## src/rtl/pipe_skid_reg.sv

```systemverilog
// Two-entry elastic pipeline stage (main + skid register) with valid/ready handshakes.
// Optional back-pressure counter on port stall_cnt, enabled by defining PIPE_STALL_CNT_EN.
module pipe_skid_reg #(
    parameter int unsigned DATA_W = 64,
    parameter int unsigned CNT_W  = 16
) (
    input  logic              clk,
    input  logic              reset,
    input  logic              flush,
    input  logic              in_valid,
    output logic              in_ready,
    input  logic [DATA_W-1:0] in_data,
    output logic              out_valid,
    input  logic              out_ready,
    output logic [DATA_W-1:0] out_data
`ifdef PIPE_STALL_CNT_EN
    ,
    output logic [CNT_W-1:0]  stall_cnt
`endif
);

    typedef enum logic [1:0] {
        ST_EMPTY = 2'd0,
        ST_ONE   = 2'd1,
        ST_TWO   = 2'd2
    } state_t;

    state_t            r_state;
    logic [DATA_W-1:0] r_main;
    logic [DATA_W-1:0] r_skid;
    logic              w_accept;
    logic              w_consume;

    // Handshake flags are decoded straight from the state register.
    assign in_ready  = (r_state != ST_TWO) && !flush;
    assign out_valid = (r_state != ST_EMPTY);
    assign out_data  = r_main;
    assign w_accept  = in_valid && in_ready;
    assign w_consume = out_valid && out_ready;

    always_ff @(posedge clk) begin
        if (reset || flush) begin
            r_state <= ST_EMPTY;
            r_main  <= '0;
            r_skid  <= '0;
        end else begin
            case (r_state)
                ST_EMPTY: begin
                    if (w_accept) begin
                        r_state <= ST_ONE;
                        r_main  <= in_data;
                    end
                end
                ST_ONE: begin
                    if (w_accept && w_consume) begin
                        r_main <= in_data;
                    end else if (w_accept) begin
                        r_state <= ST_TWO;
                        r_skid  <= in_data;
                    end else if (w_consume) begin
                        r_state <= ST_EMPTY;
                    end
                end
                ST_TWO: begin
                    // in_ready is low here, so only a consume can move the stage.
                    if (w_consume) begin
                        r_state <= ST_ONE;
                        r_main  <= r_skid;
                    end
                end
                default: begin
                    r_state <= ST_EMPTY;
                end
            endcase
        end
    end

`ifdef PIPE_STALL_CNT_EN
    logic [CNT_W-1:0] r_stall_cnt;

    // Saturating count of cycles where a valid output is held back; flush does not clear it.
    always_ff @(posedge clk) begin
        if (reset) begin
            r_stall_cnt <= '0;
        end else if (out_valid && !out_ready && (r_stall_cnt != {CNT_W{1'b1}})) begin
            r_stall_cnt <= r_stall_cnt + CNT_W'(1);
        end
    end

    assign stall_cnt = r_stall_cnt;
`else
    logic [CNT_W-1:0] w_unused_cnt;
    assign w_unused_cnt = '0;
`endif

endmodule

```

## config.mk

```make
export PLATFORM = sky130hd
export DESIGN_NAME = pipe_skid_reg
export DESIGN_NICKNAME = d
export VERILOG_FILES = /design/src/rtl/pipe_skid_reg.sv
export SDC_FILE = /design/constraint.sdc
export NUM_CORES = 1
export LEC_CHECK = 0
export ABC_AREA = 1
export BUFFER_PORTS_ARGS = -buffer_cell sky130_fd_sc_hd__buf_2
export CORE_MARGIN = 5
export CORE_UTILIZATION = 51
export DETAILED_ROUTE_END_ITERATION = 8
export GPL_TIMING_DRIVEN = 0
export PLACE_DENSITY = 0.85
export SKIP_CTS_REPAIR_TIMING = 1
export SLEW_MARGIN = 20
export SYNTH_ARGS = -nofsm -noshare
export SYNTH_HDL_FRONTEND = slang
export SYNTH_SLANG_ARGS = --single-unit
```

## constraint.sdc

```tcl
create_clock -name clk -period 1.6 [get_ports clk]
set_input_delay 0.24 -clock clk [delete_from_list [all_inputs] [get_ports clk]]
set_output_delay 0.24 -clock clk [all_outputs]
set_load 0.05 [all_outputs]
```

==> impl_metrics.toml <==
[power]
power_w = 0.00780
powerDensity_nw_per_um2 = 1020
p_leak_nw = 3.82
vdd_drop_max_uv = 536

[synth]
ys_seq_elements = 130
synth_fp_nets = 1007
synth_cells = 938
syn_avg_cell_area_um2 = 6.55
syn_area_um2 = 6150
yosysSeqAreaShare = 0.423
yosys_warnings = 0
yosysUniqueCellTypes = 19

[grt]
antenna_found_initial = 0
grt_start_max_net_pins = 17
grt_util_met1 = 0.308
grt_pass1_wl_um = 28200
grt_usage = 0.242
grt_pass1_vias = 6073
met2_usage = 0.394
grt.overflow.total = 0
use_met3 = 0.0613
busiest_layer = "met2"

[critical_path]
crit_required_ps = 1360
crit_type = "register to output pin"
timing.rr.end = "r_skid[44]"
reg2reg_from = "r_state[1]"
start_kind = "register"
crit_arrival_ps = 1400
crit_path_max_fanout = 10
cp-end-kind = "output pin"
r2r_setup_slack_ps = 110
reg2regPathDepth = 6

[die]
dieArea_um2 = 14300
rows = 40
ios = 135
dieHeight_um = 120
core_um2 = 11900
die_w_um = 120
initial_core_util = 0.516

[timing]
setup_ws_ps = -39.2
timing.slew.headroom = 0.667
post-route-period-util = 1.02
finClkSkew_ps = 6.54
maxSlewViolCount = 0
worst_pin_slew_ps = 500
rsz0062_at_grt = "yes"
setup_viol = 1
finalCriticalPeriod_ps = 1640
hold_viol = 0
fmax_mhz = 610

[drt]
firstDrtPassIters = 5
route.detailed.drc = 0
wl_per_cell_um = 13.7
drtAntennaViolNets = 0
drt_wl_total_um = 17100
vias = 6465
vias_per_cell = 5.17
drtIter0Drc = 491

[final_layout]
antenna_cells = 0
syn_to_final_growth_pct = 24.0
postLayoutCoreUtil = 0.640
final_cell_mix = "198 x nand2_1, 170 x buf_2, 131 x nor2_1"
layout_commonest_cell = "nand2_1"
fin_nets = 1160
drive_above_1_share = 0.211

[cts]
clk_latency_ps = 430
cts_max_level = 4
clockBufferDepth = 2
cts_sinks = 130
clkTransAtPathRegs_ps = 50
cts-root-buf = "clkbuf_16"
cts_tree = "done"
cts_buffers = 17

[run_status]
outcome = "finished, violations left"
violations = "setup timing"

[min_path]
hold_class = "primary input to register"
holdPathStages = 3
holdPathEnd = "r_skid[62]"
hold_start = "in_data[62]"

[placed_design]
dp_hpwl_um = 11900
gp_congestion = 0.872
dp_slack_ps = -168
io_buffers = 134

[flow_run]
cap_violations = 0
## layer usage
layer,wire (µm),share of wire,up-vias
met1,7480,0.44,2885
met5,0,0,-
met3,1040,0.061,34
li1,-,-,3346
met2,8170,0.48,200
met4,394,0.023,0
## metrics by stage
| step | area, µm² | setup TNS [ps] | instances | hold slack, ps |
|---|---|---|---|---|
| floorplan | 6150 | 0 | 938 | 382 |
| global placement | 7010 | -3690 | 1219 | 454 |
| detailed placement | 7010 | -2900 | 1219 | 461 |
| CTS | 7540 | -435 | 1251 | 51.3 |
| global route | 7620 | -68.8 | 1251 | 61.5 |
| finish | 7620 | -39.2 | 1251 | 61.5 |
## flip-flops by register name (all words and copies together) (netlist names)
signal and flops:
r_skid 64, r_state 2, out_data 64
## worst max-delay path, cell delays in order (launching register included)
cell and delay [ps]:
dfxtp_2 350, buf_6 160, buf_6 150, a21oi_4 140
buf_6 180
## final cells by class
class                           count  area (µm²)
Tap cell                          147         184
Sequential cell                   130        2610
Clock buffer                       27         513
Clock inverter                      5        25.0
Inverter                           68         255
Timing Repair Buffer              134         677
Fill cell                        1124        4290
Buffer                             84         468
Multi-Input combinational cell    656        2900
## cells by family (layout without fill, tap and decap cells)
group                  count (synthesis)  after routing  synth area share
and+or+nand+nor                      525            525             0.362
buffers and inverters                152            318             0.107
AOI/OAI and AO/OA                    131            131             0.107
DFF                                  130            130             0.423
## synthesized netlist by cell type
cell type  count  area share
nand2_1      198        0.12
nor2_1       131       0.080
dfxtp_1      130        0.42
nand3_1      129        0.11
inv_1         66       0.040
a21oi_1       65       0.053
nor3_1        64       0.052
buf_2         54       0.044
o21ai_0       32       0.026
o21ai_1       32       0.026
clkbuf_1      18       0.011
buf_1          6      0.0037
buf_4          6      0.0073
inv_2          2      0.0012
a21boi_0       1      0.0012
nand2_2        1      0.0010
nand3_2        1      0.0016
nand4_1        1      0.0010
o21a_1         1      0.0012
## where the power goes
group          switching (W)  internal, W
clock network        0.00137      0.00217
logic               0.000637     0.000291
registers          0.0000305      0.00330
total                0.00204      0.00576
## worst max-delay path by stage
stage | from | end | slack [ps] | cells past startpoint
after floorplan | r_state[1] | out_data[22] | 20 | 7
after global placement | flush | r_skid[61] | -180 | 6
after detailed placement | flush | r_skid[61] | -170 | 6
after CTS | r_state[1] | in_ready | -380 | 4
after global routing | r_state[1] | in_ready | -70 | 4
final | r_state[1] | in_ready | -40 | 4
Power figures use the tool's default switching activity.
